### src/rtl/ask_fsk_symbol_sequencer.sv
// ASK/FSK symbol sequencer: takes one bit per symbol over valid/ready,
// selects the divider code, holds the symbol for SYM_CYCLES and gates the carrier.
module ask_fsk_symbol_sequencer #(
    parameter int          SYM_CYCLES = 1024,
    parameter logic [3:0]  F0_CODE    = 4'b0100,
    parameter logic [3:0]  F1_CODE    = 4'b1000,
    parameter int          CW         = $clog2(SYM_CYCLES)
) (
    input  logic       clk,
    input  logic       rst,
    input  logic       mode,
    input  logic       bit_valid,
    input  logic       bit_in,
    output logic       bit_ready,
    output logic       div_load,
    output logic       div_msb,
    output logic [2:0] div_cnt,
    output logic       carrier_en,
    output logic       sym_done,
    output logic       busy
);

    typedef enum logic [1:0] {IDLE, LOAD, SEND} state_t;

    state_t        state;
    state_t        state_nx;
    logic [CW-1:0] counter;
    logic          mode_q;
    logic          bit_q;
    logic [3:0]    code_q;
    logic          last;
    logic          xfer;
    logic          gate;

    assign last      = (state == SEND) && (counter == '0);
    assign bit_ready = (state == IDLE) || last;
    assign xfer      = bit_valid && bit_ready;
    assign gate      = mode_q ? bit_q : 1'b1;

    always_ff @(posedge clk or posedge rst) begin
        if (rst)
            state <= IDLE;
        else
            state <= state_nx;
    end

    always_comb begin
        state_nx   = state;
        div_load   = 1'b1;
        busy       = 1'b0;
        sym_done   = 1'b0;
        carrier_en = 1'b0;
        unique case (state)
            IDLE: begin
                if (xfer)
                    state_nx = LOAD;
            end
            LOAD: begin
                busy       = 1'b1;
                carrier_en = gate;
                state_nx   = SEND;
            end
            SEND: begin
                div_load   = 1'b0;
                busy       = 1'b1;
                carrier_en = gate;
                sym_done   = last;
                if (last)
                    state_nx = xfer ? LOAD : IDLE;
            end
            default: state_nx = IDLE;
        endcase
    end

    // LOAD counts as the first symbol cycle, so SEND runs SYM_CYCLES-1 cycles
    always_ff @(posedge clk or posedge rst) begin
        if (rst)
            counter <= '0;
        else if (state == LOAD)
            counter <= CW'(SYM_CYCLES - 2);
        else if (state == SEND && counter != '0)
            counter <= counter - 1'b1;
    end

    // Code is latched at acceptance so it is already valid in the LOAD cycle
    always_ff @(posedge clk or posedge rst) begin
        if (rst) begin
            bit_q  <= 1'b0;
            mode_q <= 1'b0;
            code_q <= F0_CODE;
        end else if (xfer) begin
            bit_q  <= bit_in;
            mode_q <= mode;
            code_q <= (mode || bit_in) ? F1_CODE : F0_CODE;
        end
    end

    assign div_msb = code_q[3];
    assign div_cnt = code_q[2:0];

endmodule

### config.mk
export PLATFORM = sky130hd
export DESIGN_NAME = ask_fsk_symbol_sequencer
export DESIGN_NICKNAME = d
export VERILOG_FILES = /design/src/rtl/ask_fsk_symbol_sequencer.sv
export SDC_FILE = /design/constraint.sdc
export NUM_CORES = 1
export LEC_CHECK = 0
export ABC_AREA = 0
export CELL_PAD_IN_SITES_DETAIL_PLACEMENT = 0
export CELL_PAD_IN_SITES_GLOBAL_PLACEMENT = 1
export CORE_UTILIZATION = 41
export CTS_CLUSTER_SIZE = 14
export DETAILED_ROUTE_END_ITERATION = 7
export PLACE_DENSITY_LB_ADDON = 0.2
export SYNTH_ARGS = -nofsm -noshare
export SYNTH_HDL_FRONTEND = slang
export SYNTH_SLANG_ARGS = --single-unit
### constraint.sdc
create_clock -name clk -period 2.1 [get_ports clk]
set_input_delay 0.42 -clock clk [delete_from_list [all_inputs] [get_ports clk]]
set_output_delay 0.42 -clock clk [all_outputs]
set_load 0.01 [all_outputs]
==> Word-level counts from Yosys, hierarchy flattened <==
Index checks and enable logic that the tools add are counted.
Widths: inputs -> output; s select.
{ "word_totals": {"ff_bits": 18, "out_inout_bits": 9, "word_cells": 33} }
{ "classes": {"muxes": 12, "reduce_logical": 11, "addsub": 1, "n_eq_ne": 4} }
{ "ops": {"columns": ["cell", "n"], "rows": [
  ["$mux 10", 2],
  ["$logic_not 10->1", 1],
  ["$reduce_bool 10->1", 1],
  ["$sub 10x1->10 const B", 1],
  ["$mux 1", 6],
  ["$pmux 2 s3", 1],
  ["$mux 2", 2],
  ["$mux 4", 1],
  ["$ne 2x2->1 const B", 2],
  ["$logic_and 1x1->1", 3],
  ["$eq 2x1->1 const B", 1],
  ["$eq 2x2->1 const B", 1],
  ["$logic_not 2->1", 1],
  ["$logic_or 1x1->1", 2],
  ["$reduce_and 2->1", 1],
  ["$reduce_bool 2->1", 1],
  ["$reduce_or 2->1", 1]
]} }

==> Depth between registers and ports, before layout <==
Gate-level depths: netlist of the first run.
{ "depth": {"ltp_word": 7, "mapped_depth": 6, "ltp_nobuf": 5} }

==> Least setup slack after synthesis of the first run <==
OpenSTA, ideal clock, no wires.
{ "synth_timing": {"path_type": "reg-to-output", "start": "reg state[0]", "end": "out sym_done", "path_buffers": 1, "setup_slack_ps": 151, "required_ps": 1680, "stages_incl_launch_ff": 6, "t_arrival_ps": 1529, "path_cell_list": "dfrtp_1 inv_1 ha_1 clkbuf_1 inv_1 nor4_1"} }
{ "synth_between": {"elab_chain_len": 3} }
{ "synth_rtl": {"columns": ["item", "line", "text"], "rows": [
  ["from (decl)", "25", "state_t state;"],
  ["from (signal assigned)", "44", "state <= state_nx;"],
  ["$eq 2x2->1 (*)", "35, 53", null],
  ["$logic_and 1x1->1", "35", "assign last = (state == SEND) && (counter == '0);"],
  ["$mux 1 (*)", "53", "unique case (state)"],
  ["to (decl)", "19", "output logic sym_done,"]
]} }
Every way passes the cells marked *; elsewhere a longest branch is shown, timed or not.

==> Final worst setup path of the first run <==
{ "layout_timing": {"start": "reg counter[0]", "end": "out sym_done"} }
{ "layout_between": {"elab_chain_len": 3} }
{ "layout_rtl": {"columns": ["item", "line", "text"], "rows": [
  ["from (decl)", "27", "logic [CW-1:0] counter;"],
  ["from (signal assigned)", "80", "counter <= CW'(SYM_CYCLES - 2);"],
  ["from (signal assigned)", "82", "counter <= counter - 1'b1;"],
  ["$logic_not 10->1", "35", null],
  ["$logic_and 1x1->1", "35", null],
  ["$mux 1", "53", null]
]} }
Every way passes these cells.

==> run summary, run 1 <==
Clk root buf -> clkbuf_4
Core box area -> 0.00250 mm^2
Routed vias/inst -> 5.78
PwrDens -> 1080 mW/mm^2
Status -> finished clean
Total grt overflow -> 0
Ys async rst share -> 100%
Crit path launch type -> flip-flop
Count of maximum capacitance violations -> 0
Switching Share -> 37.5%
Critical-path cell list -> inv_1 -> ha_2 -> or3b_4 -> nor4_2 -> buf_2
Worst hold path type -> primary input to async pin
Per-cell routed wire length -> 15.7 um
Post-Place Worst Slack -> -0.0953 ns
Largest cells by area after synthesis -> dfrtp_1, ha_1, a21oi_1, a32o_1, inv_1
Xor/xnor share of the synthesized area -> 0%
Largest net degree at the start of global routing -> 17
Layout Skew -> 0.00278 ns
Worst Path Buf+Inv -> 2
Mapped Area -> 0.00109 mm^2
Top FF cell, synth -> dfrtp_1
Initial Utilization -> 43.4%
Post-Synthesis Cells -> 117
Synth Area in Simple Gates -> 25.7%
Clk slew on worst S/H paths -> 0.10 ns
Critical path data arrival time -> 1.64 ns
Reg2reg setup slack -> 0.10 ns
Post-synth EDFFs -> 0
Leak -> 0.000613 uW
Most repeated cell in the gate-level netlist after synthesis -> dfrtp_1
DIE HEIGHT -> 53.5 um
Net count, final -> 168
Final setup fails -> 0
Final wirelength -> 2940 um
Unrepaired setup endpoints after global routing -> true
Vias in the first global route -> 1006
Worst-margin pin slew -> 0.678 ns
Grt met1 use -> 32.4%
ANT cells -> 0
Worst reg2reg path startpoint -> state[0]$_DFFE_PP0P_
Area of the multi-input gates -> 678 um^2
Critical path depth in cells -> 5
Layout cell share with drive strength beyond 1 -> 33.1%
FF/Latch Area -> 402 um^2
Total CTS buffers -> 3
Met3 Usage GRT -> 3.45%
Synth Area per Inst -> 9.28 um^2
CP Data Required Time -> 1.68 ns
Final core utilization -> 61.1%
Synth Register Bits -> 16
DRT iter0 DRCs -> 29
Worst setup path start -> counter[0]$_DFFE_PP0P_
Cell Int Power -> 1030 uW
Cell at the slowest stage of the critical path -> dfrtp_1
Share of power burned in registers -> 28.2%
Buffers on Ports -> 11
Adder-cell area share of the yosys netlist -> 5.76%
Compound-Gate Fraction of Synth Area -> 23.8%
Worst VDD drop -> 1.02 mV
GR peak layer -> met2
DRT Pass-1 Iters -> 4
Post-DRT Antenna Nets -> 0
Core Rows -> 18
First-pass GRT wire length -> 4780 um
FF-to-FF End -> counter[9]$_DFFE_PP0P_
I/O pins -> 14
Worst R2R Path Depth -> 8
Slew headroom -> 54.2%
Max Slew Vio Count -> 0
Clk pwr share -> 12.9%
PnR worst setup slack -> 0.0424 ns
Area leader, netlist -> dfrtp_1
Final Cycle Share -> 98.0%
GR Util met2 -> 37.1%
Synth cell types -> 52
Crit-path max cell delay -> 0.41 ns
CP top delay family -> simple AND/OR/NAND/NOR gates
Max H-tree Level -> 1
Post-synthesis sequential area ratio -> 37.0%
DP HPWL -> 2180 um
Combinational family with the most area after synthesis -> simple AND/OR/NAND/NOR gates
Critical path class -> flip-flop to primary output
Hold_buf cts -> 0
Antenna violations before repair -> 0
Fmax -> 486 MHz
Yosys warning count -> 0
Filler cell count -> 222
Synth top cells by count -> dfrtp_1, inv_1, nor2_1
Logic pwr share -> 59.0%
Synth top area share -> 34.6%
DIE AREA -> 0.00286 mm^2
CP max FO -> 3
Vias post-DR -> 1080
Setup crit end kind -> primary output
Crit path time final -> 2.06 ns
Clock buffer depth -> 2
Final hold vios -> 0
Mux cell area share after synthesis -> 0.922%
RD Place Congestion -> 0.852
Total GRT Usage -> 23.7%
DRC viols -> 0
CTS tree -> done
NetSw -> 617 uW
Layout area overhead -> 40.6%
Chip width -> 53.5 um
Skew-Pair Late Insertion Delay -> 0.29 ns
Clock tree sinks -> 16
-- repair_timing --
item,4_1_cts,5_1_grt
pin swaps,0,2
resized for setup,15,13
endpoints found under the setup margin,5,8
setup buffers,0,1
-- kinds of logic (layout without fill, tap and decap cells) --
family,count (synthesis),after routing
buf+inv,16,55
compound gates,34,34
simple gates,44,44
flops,16,16
mux,1,1
fa+ha+maj,5,5
other cells,1,2
-- cell type report --
| cell class | instances | share of cell area (%) |
|---|---|---|
| clock buffer | 4 | 2.38 |
| inverter | 8 | 1.97 |
| multi-input combinational | 86 | 44.4 |
| sequential | 16 | 26.3 |
| tap | 30 | 2.46 |
| timing repair buffer | 43 | 22.5 |
-- cells in the final DEF, fill, tap and decap left out, types with 4 or more instances in the layout --
cell	count
buf_4	32
dfrtp_1	15
nor2_1	8
inv_1	7
a21oi_1	6
clkdlybuf4s50_1	6
or3_1	4
-- routing by layer --
metal  part of all wire [%]  vias up
met5                      0        -
met4                   0.34        0
met3                    3.0        2
met2                     47       16
met1                     50      539
li1                       -      523
-- through the flow --
stage               hold WS (ns)  total power (uW)  instances  TNS (ns)  cell area [um^2]
floorplan                  0.333               948        118         0              1090
global placement           0.578              1370        182    -0.229              1430
detailed placement         0.584              1380        182    -0.187              1430
CTS                        0.524              1600        186    -0.118              1490
global route               0.586              1770        187   -0.0371              1530
finish                     0.508              1650        187         0              1530
-- worst max path at each step --
stage,to,slack (ns)
floorplan,sym_done,0.15
global placement,bit_ready,-0.14
detailed placement,sym_done,-0.1
CTS,bit_ready,-0.10
global route,sym_done,-0.03
finish,sym_done,0.04
-- power by group through the flow --
stage	Sequential (uW)	Clock (uW)	Combinational [uW]
after floorplan	468	0	480
after detailed placement	457	0	924
final	464	212	972
after CTS	456	220	921
after global placement	453	0	913
after global routing	469	232	1060
-- sequential cells by signal (all words and copies together), names as in the netlist --
| name | cells |
|---|---|
| mode_q | 1 |
| counter | 10 |
| state | 2 |
| bit_q | 1 |
| code_q | 2 |
Note: power is estimated with default switching activity, not from simulation.
==> run 2: changes to the inputs <==
SETUP_SLACK_MARGIN = 0.15   (was default)
SKIP_LAST_GASP = 1   (was default)
==> run 2 against run 1 <==
Maximum frequency shrank 0.73%. Combinational power grew 7%. Final cell count grew 0.53%. Critical path type unchanged. Largest power group unchanged.
==> run summary, run 2 (same netlist as run 1, synthesis figures left out) <==
Net count, final -> 169 (+0.60%)
Leak -> 0.000656 uW (+7.0%)
Largest register FFs -> 10 (unchanged)
Worst VDD drop -> 1.07 mV (+5.7%)
CP top delay family -> simple AND/OR/NAND/NOR gates
RD Place Congestion -> 0.852 (unchanged)
Critical-path cell list -> inv_1 -> ha_2 -> or3b_4 -> nor4_2 -> buf_2
I/O pins -> 14 (unchanged)
Status -> finished clean
Post-Place Worst Slack -> -0.0953 ns (unchanged)
CP max FO -> 3 (unchanged)
PwrDens -> 1070 mW/mm^2 (-1.2%)
DRT Pass-1 Iters -> 4 (unchanged)
DIE AREA -> 0.00286 mm^2 (unchanged)
Skew-Pair Late Insertion Delay -> 0.29 ns (about the same)
Clock buffer depth -> 2 (unchanged)
Filler cell count -> 210 (-5.4%)
DRC viols -> 0 (unchanged)
Commonest non-fill, non-tap cells in the layout -> buf_4, dfrtp_1, nor2_1
CTS tree -> done
Vias in the first global route -> 1029 (+2.3%)
Total Power -> 1720 uW (+4.2%)
Cell at the slowest stage of the critical path -> dfrtp_1
Clk slew on worst S/H paths -> 0.10 ns (about the same)
Clock tree sinks -> 16 (unchanged)
Worst-margin pin slew -> 0.661 ns (-0.0162 ns)
Per-cell routed wire length -> 16.2 um (+2.7%)
Layout Skew -> 0.00377 ns (+0.000990 ns)
Layout area overhead -> 48.2%
Clk root buf -> clkbuf_4
Crit-path max cell delay -> 0.41 ns (about the same)
Total grt overflow -> 0 (unchanged)
Final setup fails -> 0 (unchanged)
Crit path launch type -> flip-flop
Worst Path Buf+Inv -> 2 (unchanged)
DRT iter0 DRCs -> 21 (-28%)
Max Slew Vio Count -> 0 (unchanged)
Final wirelength -> 3040 um (+3.2%)
Area of the multi-input gates -> 742 um^2 (+9.4%)
Chip width -> 53.5 um (unchanged)
Crit path time final -> 2.07 ns (+0.0151 ns)
Layout cell share with drive strength beyond 1 -> 38.6% (+5.5 points)
Core box area -> 0.00250 mm^2 (unchanged)
CP Data Required Time -> 1.68 ns (about the same)
FF/Latch Area -> 402 um^2 (unchanged)
Final Cycle Share -> 98.7% (+0.72 points)
Core Rows -> 18 (unchanged)
DP HPWL -> 2180 um (unchanged)
Slew headroom -> 55.9% (+1.7 points)
ANT cells -> 0 (unchanged)
Fmax -> 482 MHz (-0.73%)
Hold_buf cts -> 0 (unchanged)
Largest net degree at the start of global routing -> 17 (unchanged)
Critical path data arrival time -> 1.65 ns (about the same)
Setup crit end kind -> primary output
Routed vias/inst -> 5.88 (+1.8%)
Commonest non-fill, non-tap cell in the layout -> buf_4
PnR worst setup slack -> 0.0273 ns (-0.0151 ns)
Worst hold path type -> primary input to async pin
Vias post-DR -> 1105 (+2.3%)
Post-DRT Antenna Nets -> 0 (unchanged)
Top Registers -> counter x10, code_q x2, state x2
First-pass GRT wire length -> 4860 um (+1.6%)
Worst setup path start -> counter[0]$_DFFE_PP0P_
Critical path class -> flip-flop to primary output
Total GRT Usage -> 24.2% (+0.42 points)
Count of maximum capacitance violations -> 0 (unchanged)
Initial Utilization -> 43.4% (unchanged)
Total CTS buffers -> 3 (unchanged)
Largest Register -> counter
Final hold vios -> 0 (unchanged)
Worst reg2reg path startpoint -> counter[0]$_DFFE_PP0P_
Max H-tree Level -> 1 (unchanged)
Buffers on Ports -> 11 (unchanged)
DIE HEIGHT -> 53.5 um (unchanged)
Unrepaired setup endpoints after global routing -> true
Antenna violations before repair -> 0 (unchanged)
[run 2: power by group]
group / internal, uW / total [uW] / switching [uW]
Sequential: 401 / 460 / 59.8
Clock: 106 / 214 / 108
Combinational: 562 / 1040 / 480
[run 2: final cells by class]
cell class | instances | share of cell area, %
clock buffers | 4 | 2.26
multi-input cells | 86 | 46.1
inverters | 8 | 1.87
flip-flops and latches | 16 | 25.0
well taps | 30 | 2.33
repair buffers | 44 | 22.5
[run 2: what timing repair did]
action | CTS | global route
hold endpoints to repair | 0 | 0
pin swaps | 2 | 6
buffers inserted | 1 | 1
gates resized for setup | 32 | 14
setup endpoints to repair | 9 | 9
[run 2: per-layer routing]
layer  share of wire [%]  up-vias  track usage [%]  routed length [um]
li1                    -      528                -                   -
met1                  48      540             32.4                1450
met2                  48       31             37.7                1440
met3                 3.5        6             3.74                 106
met4                 1.0        0             10.5                  31
met5                   0        -                0                   0
[run 2: through the flow]
stage	area, um^2	TNS (ns)	utilization [%]	hold slack, ns	cells
finish	1610	0	64.4	0.504	188
CTS	1540	0	61.6	0.524	187
floorplan	1090	0	-	0.333	118
detailed placement	1430	-0.187	57.2	0.584	182
global placement	1430	-0.229	57.2	0.578	182
global route	1610	-0.0579	64.4	0.585	188
[run 2: worst paths after layout]
kind                                     endpoint  slack (ns)  cells past startpoint
max                                      sym_done        0.03                      5
min                        counter[7]$_DFFE_PP0P_        0.50                      2
max reg2reg                  state[0]$_DFFE_PP0P_        0.11                      6
min reg2reg                counter[4]$_DFFE_PP0P_        0.63                      2
max in group asynchronous    state[0]$_DFFE_PP0P_        1.17                      2
min in group clk           counter[4]$_DFFE_PP0P_        0.63                      2
==> edit (settings of run 1) <==
Make the reset (`rst`) synchronous in 3 clocked blocks.
--- a/src/rtl/ask_fsk_symbol_sequencer.sv
+++ b/src/rtl/ask_fsk_symbol_sequencer.sv
@@ -37,7 +37,7 @@
     assign xfer      = bit_valid && bit_ready;
     assign gate      = mode_q ? bit_q : 1'b1;
 
-    always_ff @(posedge clk or posedge rst) begin
+    always_ff @(posedge clk) begin
         if (rst)
             state <= IDLE;
         else
@@ -73,7 +73,7 @@
     end
 
     // LOAD counts as the first symbol cycle, so SEND runs SYM_CYCLES-1 cycles
-    always_ff @(posedge clk or posedge rst) begin
+    always_ff @(posedge clk) begin
         if (rst)
             counter <= '0;
         else if (state == LOAD)
@@ -83,7 +83,7 @@
     end
 
     // Code is latched at acceptance so it is already valid in the LOAD cycle
-    always_ff @(posedge clk or posedge rst) begin
+    always_ff @(posedge clk) begin
         if (rst) begin
             bit_q  <= 1'b0;
             mode_q <= 1'b0;
Function: differs if rst is asserted again (counterexample within 4 cycles, from zero or initial values and one cycle with rst high); with rst held inactive, the same outputs for 10 cycles.
==> edit against run 1 <==
Setup slack gained 0.077 ns. Sequential cell count is the same. Highest routed layer unchanged. Final area shrank 24%. Synthesized area shrank 13%. Fmax grew 3.9%. Routed wire length shrank 30%.
Power is not compared: it rests on default switching activity, and its combinational part moved more than twofold at a synthesized area within 25%.
==> edit: results (changes against run 1) <==
| Metric | Value |
|---|---|
| Largest net degree at the start of global routing | 10 (-7) |
| Register area share after synthesis | 33.8% (-3.2 points) |
| Worst reg-to-reg setup slack | 0.19 ns (+0.09 ns) |
| IO buf count | 11 (unchanged) |
| DP HPWL | 1.60 mm (-27%) |
| Fillers | 206 (-7.2%) |
| Vias in the first global route | 751 (-25%) |
| Cell Count, Final, Fillers Out | 155 (-17%) |
| Synth Area in Compound Gates | 19.0% (-4.9 points) |
| Post-synth top area share | 33.8% (-0.79 points) |
| Distinct cell type count after synthesis | 42 (-19%) |
| Global-route wire length before repair | 3.58 mm (-25%) |
| Routability Congestion | 0.790 (-7.3%) |
| Mapped Avg Cell Area | 8.78 sq um (-5.4%) |
| Initial DRC Count | 18 (-38%) |
| Outcome | finished clean |
| Adder-cell share of the synthesized area | 6.60% (+0.84 points) |
| Ys async rst share | 0% (-100 points) |
| Clock slew at reported path FFs | 0.10 ns (about the same) |
| Post-synthesis xor/xnor area fraction | 1.85% (+1.8 points) |
| Share of layout cells above drive strength 1 | 19.7% (-13 points) |
| DR WL/cell | 13.3 um (-15%) |
| Slew Limit Headroom | 63.5% (+9.3 points) |
| Nets | 138 (-18%) |
| Worst-path maximum fanout | 5 (+2) |
| Skew final | 0.00259 ns (-0.000199 ns) |
| Hold WC Path Type | register to register |
| Global Route Usage Sum | 19.2% (-4.5 points) |
| Critical R2R Launch | state[0]$_SDFFE_PP0P_ |
| Main area contributors after synthesis | dfxtp_1 34%, ha_1 6.6%, a21oi_1 4.7% |
| Multiplexer area fraction after synthesis | 4.22% (+3.3 points) |
| Via density | 5.21 (-9.9%) |
| Synth top cells by count | 16 x dfxtp_1, 11 x inv_1, 10 x nor2_1 |
-- edit: through the flow --
step	instance area, sq um	util [%]	setup slack (ns)	hold WS, ns	power, W
final	1160	52.9	0.120	0.447	0.000966
after global routing	1160	52.9	0.0459	0.462	0.00104
after CTS	1160	53.1	0.0282	0.448	0.000978
after detailed placement	1120	51.1	0.165	0.433	0.000772
after global placement	1120	51.1	0.181	0.429	0.000766
after floorplan	952	-	0.328	0.458	0.000635
-- edit: final cells by class --
cell class / instances / area (sq um) / area share, %
tap: 28 / 35.0 / 3.02
timing repair buffer: 20 / 169 / 14.6
multi-input combinational: 76 / 554 / 47.8
inverter: 11 / 41.3 / 3.56
clock buffer: 4 / 36.3 / 3.13
sequential: 16 / 323 / 27.9
-- edit: metal layers --
metal / track usage (%) / part of all wire [%]
met4: 7.14 / 0.44
met2: 29.3 / 44
met1: 26.9 / 53
met5: 0 / 0
met3: 2.78 / 2.4
-- edit: final timing paths --
| check | endpoint | cells past startpoint |
|---|---|---|
| hold / removal | code_q[2]$_SDFFE_PP1P_ | 2 |
| setup / recovery | busy | 3 |
| setup reg to reg | counter[9]$_SDFFE_PP0P_ | 7 |
| hold reg to reg | code_q[2]$_SDFFE_PP1P_ | 2 |
-- edit: critical path, stage by stage (launching register included) --
cell and delay (ns):
dfxtp_2 0.37, inv_1 0.07, ha_1 0.30, clkdlybuf4s50_1 0.54
-- edit: what timing repair did --
action	CTS	global route
endpoints found under the setup margin	4	1
pin swaps	1	0
gates resized for setup	7	2
gates cloned	0	0
hold buffers	0	0
setup buffers	1	0
